File: src/rtl/alu_operand_stage.sv
`timescale 1ns / 1ps
// alu_operand_stage
// ID/EX pipeline register in front of the add-based ALU. Resolves EX/MEM
// forwarding and load-use stalls on the decoded op, pre-conditions add2
// (negation for SUB, shift-amount masking for shifts) and holds the result
// behind a valid/ready handshake. One cycle of latency.
//
// alu_sel encoding (shared with the alu block):
//   0 ADD  1 SUB  2 SLL  3 SLT  4 SLTU  5 XOR  6 SRL  7 SRA  8 OR  9 AND
//   Any other code is carried through untouched.

module alu_operand_stage #(
    parameter int XLEN = 32,
    parameter int SHW  = $clog2(XLEN)
) (
    input  logic            clk,
    input  logic            rst,
    input  logic            flush,

    input  logic            id_valid,
    output logic            id_ready,
    input  logic [3:0]      id_alu_sel,
    input  logic [4:0]      id_rs1_addr,
    input  logic [4:0]      id_rs2_addr,
    input  logic [XLEN-1:0] id_rs1_data,
    input  logic [XLEN-1:0] id_rs2_data,
    input  logic [XLEN-1:0] id_imm,
    input  logic [XLEN-1:0] id_pc,
    input  logic            id_use_imm,
    input  logic            id_use_pc,
    input  logic [4:0]      id_rd_addr,

    input  logic            ex_fwd_we,
    input  logic            ex_fwd_is_load,
    input  logic [4:0]      ex_fwd_rd,
    input  logic [XLEN-1:0] ex_fwd_data,
    input  logic            mem_fwd_we,
    input  logic [4:0]      mem_fwd_rd,
    input  logic [XLEN-1:0] mem_fwd_data,

    output logic            ex_valid,
    input  logic            ex_ready,
    output logic [XLEN-1:0] add1,
    output logic [XLEN-1:0] add2,
    output logic [3:0]      alu_sel,
    output logic [4:0]      ex_rd_addr
);

    localparam logic [3:0] ALU_SUB = 4'd1;
    localparam logic [3:0] ALU_SLL = 4'd2;
    localparam logic [3:0] ALU_SRL = 4'd6;
    localparam logic [3:0] ALU_SRA = 4'd7;

    localparam logic [XLEN-1:0] ONE = {{(XLEN-1){1'b0}}, 1'b1};

    logic [XLEN-1:0] fwd_rs1;
    logic [XLEN-1:0] fwd_rs2;
    logic [XLEN-1:0] op1;
    logic [XLEN-1:0] op2;
    logic [XLEN-1:0] add2_cond;
    logic            hazard;
    logic            capture;

    logic            ex_valid_q,   ex_valid_d;
    logic [XLEN-1:0] add1_q,       add1_d;
    logic [XLEN-1:0] add2_q,       add2_d;
    logic [3:0]      alu_sel_q,    alu_sel_d;
    logic [4:0]      ex_rd_addr_q, ex_rd_addr_d;

    // Per-source bypass: the younger EX result beats MEM; x0 always reads the register file.
    always_comb begin
        // NOTE: every combinational output gets a default first so no path can infer a latch.
        fwd_rs1 = id_rs1_data;
        fwd_rs2 = id_rs2_data;

        if (ex_fwd_we && (ex_fwd_rd == id_rs1_addr) && (id_rs1_addr != 5'd0)) begin
            fwd_rs1 = ex_fwd_data;
        end else if (mem_fwd_we && (mem_fwd_rd == id_rs1_addr) && (id_rs1_addr != 5'd0)) begin
            fwd_rs1 = mem_fwd_data;
        end

        if (ex_fwd_we && (ex_fwd_rd == id_rs2_addr) && (id_rs2_addr != 5'd0)) begin
            fwd_rs2 = ex_fwd_data;
        end else if (mem_fwd_we && (mem_fwd_rd == id_rs2_addr) && (id_rs2_addr != 5'd0)) begin
            fwd_rs2 = mem_fwd_data;
        end
    end

    // Load-use detection and upstream ready: a load in EX has no data yet, so a dependent op waits.
    always_comb begin
        hazard = id_valid && ex_fwd_we && ex_fwd_is_load && (ex_fwd_rd != 5'd0) &&
                 ((!id_use_pc  && (ex_fwd_rd == id_rs1_addr)) ||
                  (!id_use_imm && (ex_fwd_rd == id_rs2_addr)));
        id_ready = !hazard && (!ex_valid_q || ex_ready);
        capture  = id_valid && id_ready;
    end

    // Operand selection and add2 conditioning for the ALU's single adder / shifter.
    always_comb begin
        op1 = id_use_pc  ? id_pc  : fwd_rs1;
        op2 = id_use_imm ? id_imm : fwd_rs2;

        case (id_alu_sel)
            ALU_SUB:                   add2_cond = ~op2 + ONE;
            ALU_SLL, ALU_SRL, ALU_SRA: add2_cond = {{(XLEN-SHW){1'b0}}, op2[SHW-1:0]};
            default:                   add2_cond = op2;
        endcase
    end

    // Next-state: flush kills the valid bit only, capture loads everything, consume drops valid.
    always_comb begin
        ex_valid_d   = ex_valid_q;
        add1_d       = add1_q;
        add2_d       = add2_q;
        alu_sel_d    = alu_sel_q;
        ex_rd_addr_d = ex_rd_addr_q;

        if (flush) begin
            ex_valid_d = 1'b0;
        end else if (capture) begin
            ex_valid_d   = 1'b1;
            add1_d       = op1;
            add2_d       = add2_cond;
            alu_sel_d    = id_alu_sel;
            ex_rd_addr_d = id_rd_addr;
        end else if (ex_ready && ex_valid_q) begin
            ex_valid_d = 1'b0;
        end
    end

    // Pipeline register with synchronous reset.
    always_ff @(posedge clk) begin
        // NOTE: sequential state uses non-blocking assignments so all registers update together at the edge.
        if (rst) begin
            ex_valid_q   <= 1'b0;
            add1_q       <= '0;
            add2_q       <= '0;
            alu_sel_q    <= 4'd0;
            ex_rd_addr_q <= 5'd0;
        end else begin
            ex_valid_q   <= ex_valid_d;
            add1_q       <= add1_d;
            add2_q       <= add2_d;
            alu_sel_q    <= alu_sel_d;
            ex_rd_addr_q <= ex_rd_addr_d;
        end
    end

    assign ex_valid   = ex_valid_q;
    assign add1       = add1_q;
    assign add2       = add2_q;
    assign alu_sel    = alu_sel_q;
    assign ex_rd_addr = ex_rd_addr_q;

endmodule

File: config.mk
export PLATFORM = sky130hd
export DESIGN_NAME = alu_operand_stage
export DESIGN_NICKNAME = d
export VERILOG_FILES = /design/src/rtl/alu_operand_stage.sv
export SDC_FILE = /design/constraint.sdc
export NUM_CORES = 1
export LEC_CHECK = 0
export BUFFER_PORTS_ARGS = -buffer_cell sky130_fd_sc_hd__buf_4
export CAP_MARGIN = 15
export CORE_ASPECT_RATIO = 1.1
export CORE_MARGIN = 5
export CORE_UTILIZATION = 47
export CTS_CLUSTER_SIZE = 25
export DETAILED_ROUTE_END_ITERATION = 8
export GPL_ROUTABILITY_DRIVEN = 0
export PLACE_DENSITY = 0.91
export SLEW_MARGIN = 10
export SYNTH_ARGS = -nofsm -noshare
export SYNTH_HDL_FRONTEND = slang
export SYNTH_SLANG_ARGS = --single-unit
File: constraint.sdc
create_clock -name clk -period 4.55 [get_ports clk]
set_clock_uncertainty 0.15 [all_clocks]
set_input_delay 0.455 -clock clk [delete_from_list [all_inputs] [get_ports clk]]
set_output_delay 0.455 -clock clk [all_outputs]
set_load 0.1 [all_outputs]
Word level (Yosys, flattened, before mapping)
Index checks and enable logic that the tools add are counted.
{"block": "totals", "wordCells": 55, "ff_bits": 74, "out_inout_bits": 75, "input_bits": 231}
{"block": "op_classes", "reduce_logical": 30, "n_mux": 9, "add_sub_neg": 1, "n_eq_ne": 8, "n_bitwise": 2}
{"cell": "32-bit 2-to-1 mux", "n": 6}
{"cell": "32-bit case mux with 2 select lines", "n": 1}
{"cell": "32-bit by 1-bit adder with 32-bit output, second input constant", "n": 1}
{"cell": "32-bit inverter", "n": 1}
{"cell": "5-bit == test", "n": 4}
{"cell": "1-bit logical AND", "n": 17}
{"cell": "5-bit nonzero test", "n": 3}
{"cell": "4-bit by 3-bit == test with 1-bit output, second input constant", "n": 2}
{"cell": "4-bit by 1-bit == test with 1-bit output, second input constant", "n": 1}
{"cell": "4-bit by 2-bit == test with 1-bit output, second input constant", "n": 1}
{"cell": "1-bit logical NOT", "n": 4}
{"cell": "3-bit OR reduction", "n": 1}
{"cell": "1-bit logical OR", "n": 2}
{"cell": "1-bit 2-to-1 mux", "n": 2}
{"cell": "2-bit AND reduction", "n": 1}
{"cell": "2-bit nonzero test", "n": 1}
{"cell": "2-bit OR reduction", "n": 1}
{"cell": "1-bit inverter", "n": 1}

Logic depth before layout (Yosys ltp)
{"block": "logic_depth", "ltp_word": 9, "mapped_depth": 15, "depth_no_buf": 11}

Least setup slack after synthesis
Ideal clock, no wire load.
{"block": "synth_path", "kind": "input-to-reg", "from": "input id_rs2_addr[2]", "to": "register add2_q[14], in the netlist add2[14]", "path_stages": 14, "path_buffers": 3, "setup_ns": 0.086, "t_required_ns": 4.314, "slack_ns": 0.648, "arrival_time_ns": 3.666, "cell_sequence": "or4_4 > o211a_1 > buf_2 > buf_6 > nand3_1 > and3_1 > o31a_1 > ha_1 > nor3b_1 > nand4_1 > buf_2 > o41ai_1 > mux2_2 > a211oi_1"}
{"block": "synth_via", "elab_chain_len": 9, "elab_cells_between_ends": 20, "classes_between": "1 x add/sub; 2 x eq/ne; 4 x mux; 1 x bitwise; 12 x reduce/logical"}
{"element": "from (decl)", "line_no": "24", "source": "input logic [4:0] id_rs2_addr,"}
{"element": "5-bit == test", "line_no": "84", "source": "end else if (mem_fwd_we && (mem_fwd_rd == id_rs2_addr) && (id_rs2_addr != 5'd0)) begin"}
{"element": "1-bit logical AND (2 in a row)", "line_no": "84"}
{"element": "32-bit 2-to-1 mux", "line_no": "84"}
{"element": "32-bit 2-to-1 mux", "line_no": "82", "source": "if (ex_fwd_we && (ex_fwd_rd == id_rs2_addr) && (id_rs2_addr != 5'd0)) begin"}
{"element": "32-bit 2-to-1 mux", "line_no": "101", "source": "op2 = id_use_imm ? id_imm : fwd_rs2;"}
{"element": "32-bit inverter", "line_no": "104", "source": "ALU_SUB: add2_cond = ~op2 + ONE;"}
{"element": "32-bit by 1-bit adder with 32-bit output", "line_no": "104"}
{"element": "32-bit case mux with 2 select lines", "line_no": "103", "source": "case (id_alu_sel)"}
{"element": "to (signal assigned)", "line_no": "137", "source": "add2_q <= '0;"}
{"element": "to (signal assigned)", "line_no": "143", "source": "add2_q <= add2_d;"}
{"element": "to (decl)", "line_no": "66", "source": "logic [XLEN-1:0] add2_q, add2_d;"}
Parallel ways exist; a longest one is shown, timed or not.
A chain may end at the register's enable or synchronous reset.

Final worst setup path
{"block": "layout_path", "from": "input id_rs2_addr[2]", "to": "register add2_q[30], in the netlist add2[30]"}
The elaborated chain is that of the path after synthesis.

==> qor.csv <==
metric;value;unit
Total Wirelength;26800;microns
crit path DAT;4.09;ns
Layout Nets;1308;
synthesis-to-finish area growth;43.3;%
DRT iter0 DRCs;733;
Seq/Total Area, Yosys;24.5;%
Synth Flop Type;dfxtp_1;
outcome;finished, final reports clean;
width of the die;118;microns
Setup crit start kind;input port;
Max Cap Viol;0;
Netlist cell types;65;
Hold WS;0.150;ns
post_cts resized;0;
Max stage delay on crit path;0.57;ns
Slew Limit Headroom;35.5;%
cells after synthesis;824;
Global Route met2 Usage;58.7;%
CP max stage cell;nor4_2;
via/cell ratio;6.28;
Max Fanout on Critical Path;28;
number of global-route vias before repair;7574;
Global Route Usage Sum;33.7;%
clk sinks;74;
Leak;3.46;nW
clk buf depth;2;
Antenna Diode Count;0;
commonest non-fill, non-tap cell in the layout;buf_4;
Hold Crit Class;in2reg;
Fillers;1085;
Die Y;129;microns
DRC Markers;0;
Mapped Nets;1056;
actual slew at the worst max-slew pin;0.968;ns
Post-CTS Setup Bufs;0;
Max VDD drop;207;uV
endpoints failing setup;0;
cell chain of the critical path;buf_4 -> or4_4 -> o211ai_2 -> buf_4 -> o21ba_2 -> a31oi_1 -> nor3_1 -> nand4_1 -> nor4_2 -> a311oi_1 -> nor4_1;
hold_buf cts;0;
CP most frequent cell;buf_4;
M3 GR Usage;8.70;%
WL per Instance;21.7;microns
global route hottest layer;met2;
Rows;43;
share of cells above drive strength 1;34.6;%
starting density of the core;48.0;%
Final ANT Viol Nets;0;
die footprint;15200;sq um
Slew Viols, Final;0;
port bufs;305;
Cell Area, Synth;6040;sq um
number of synthesized flops with an enable pin;0;
FF+latch count, synth;74;
synth warn;0;
Final Cycle Share;87.8;%
core area;12600;sq um
DR pass1 iterations;6;
GRT Residual Overflow;0;
CP endpoint kind;flip-flop;
Clock transition at path regs;0.06;ns
hpwl dp;20700;microns
Highest Clock Rate;0.250;GHz
count of final hold-check violations;0;
Post-Route Setup TNS;0;ns
Num CTS Buffers;9;
CP top delay family;simple AND/OR/NAND/NOR gates;
most frequent cells in the layout;buf_4, nor2_1, a211oi_1;
IO Pins;306;
pwr dens;281;nW/um^2
CP Buf/Inv Count;2;
syn avg cell area;7.33;sq um
Via Count;7777;
Critical Path RT;4.64;ns
Crit Path Class;in2reg;
crit path time final;4.00;ns
TritonCTS clock tree;yes;
H-tree depth;3;
RSZ-0062 raised after global routing;no;
initial antenna violation count;0;
Async SR Flop Fraction;0;%
Root Buffer;clkbuf_16;
first-pass GRT wire length;41000;microns
largest net degree at the start of global routing;94;
met1 Track Usage GR;38.2;%
Worst-Skew Late Latency;0.34;ns
## cells by family (layout without fill, tap and decap cells)
logic type,count (synthesis),count (layout),synth area share (%)
simple gates,356,356,28.7
compound gates,234,234,28.4
buf+inv,81,338,5.61
flops,74,74,24.5
mux,55,55,9.28
xor+xnor,23,23,3.33
fa+ha+maj,1,1,0.207
## final timing paths
check / endpoint / cells past startpoint / slack (ns) / start
max: add2[30]$_SDFFE_PP0P_ / 11 / 0.55 / id_rs2_addr[2]
min: ex_valid$_SDFFE_PP0P_ / 2 / 0.15 / flush
max reg2reg: add1[12]$_SDFFE_PP0P_ / 5 / 1.93 / ex_valid$_SDFFE_PP0P_
min reg2reg: add2[11]$_SDFFE_PP0P_ / 2 / 0.30 / add2[11]$_SDFFE_PP0P_
## synthesized netlist by cell type (all sizes together), types with 7 or more instances
cell	count	area, sq um
clkbuf	67	254
and3	10	62.6
xnor2	21	184
nor4	8	62.6
a21oi	32	160
nand2	59	221
nand4	8	65.1
mux2i	47	470
nor2	118	443
nand2b	18	113
a311oi	15	150
o21ai	37	185
nand3	42	210
or3	8	55.1
a211oi	79	598
buf	14	85.1
o41ai	18	165
o31a	8	70.1
dfxtp	74	1480
or4	7	60.1
mux2	8	90.1
nor3	57	285
a31oi	22	138
## metal layers
metal	vias up	part of all wire [%]
met5	-	0
met3	97	9.8
met4	0	5.0
met1	3598	36
li1	3599	-
met2	483	50
## report_power, final
part	internal [mW]	leakage, nW	switching (mW)	total (mW)
sequential	0.691	0.608	0.0238	0.714
clock	0.446	0.150	0.314	0.760
combinational	0.316	2.70	0.641	0.957
total	1.45	3.46	0.979	2.43
## sequential cells by signal, summed over array words and instances (netlist names)
signal,cells
alu_sel,4
ex_rd_addr,5
add1,32
add2,32
ex_valid,1
## metrics by stage
| stage | util (%) | cells | power, mW | instance area (sq um) | setup WS [ns] |
|---|---|---|---|---|---|
| 3_3_place_gp | 66.3 | 1222 | 1.66 | 8350 | 0.418 |
| 4_1_cts | 68.8 | 1238 | 2.42 | 8660 | 0.672 |
| 5_1_grt | 68.8 | 1238 | 2.52 | 8660 | 0.360 |
| 3_5_place_dp | 66.3 | 1222 | 1.67 | 8350 | 0.334 |
| 6_report | 68.8 | 1238 | 2.43 | 8660 | 0.554 |
| 2_1_floorplan | - | 824 | 1.34 | 6040 | 0.648 |
## layout make-up
cell class | count | area (sq um) | area share, %
clock buffer | 10 | 239 | 2.76
multi-input combinational | 669 | 4240 | 49.0
sequential | 74 | 1480 | 17.1
tap | 157 | 196 | 2.27
clock inverter | 6 | 72.6 | 0.838
timing repair buffer | 322 | 2430 | 28.1
Power figures use the tool's default switching activity.
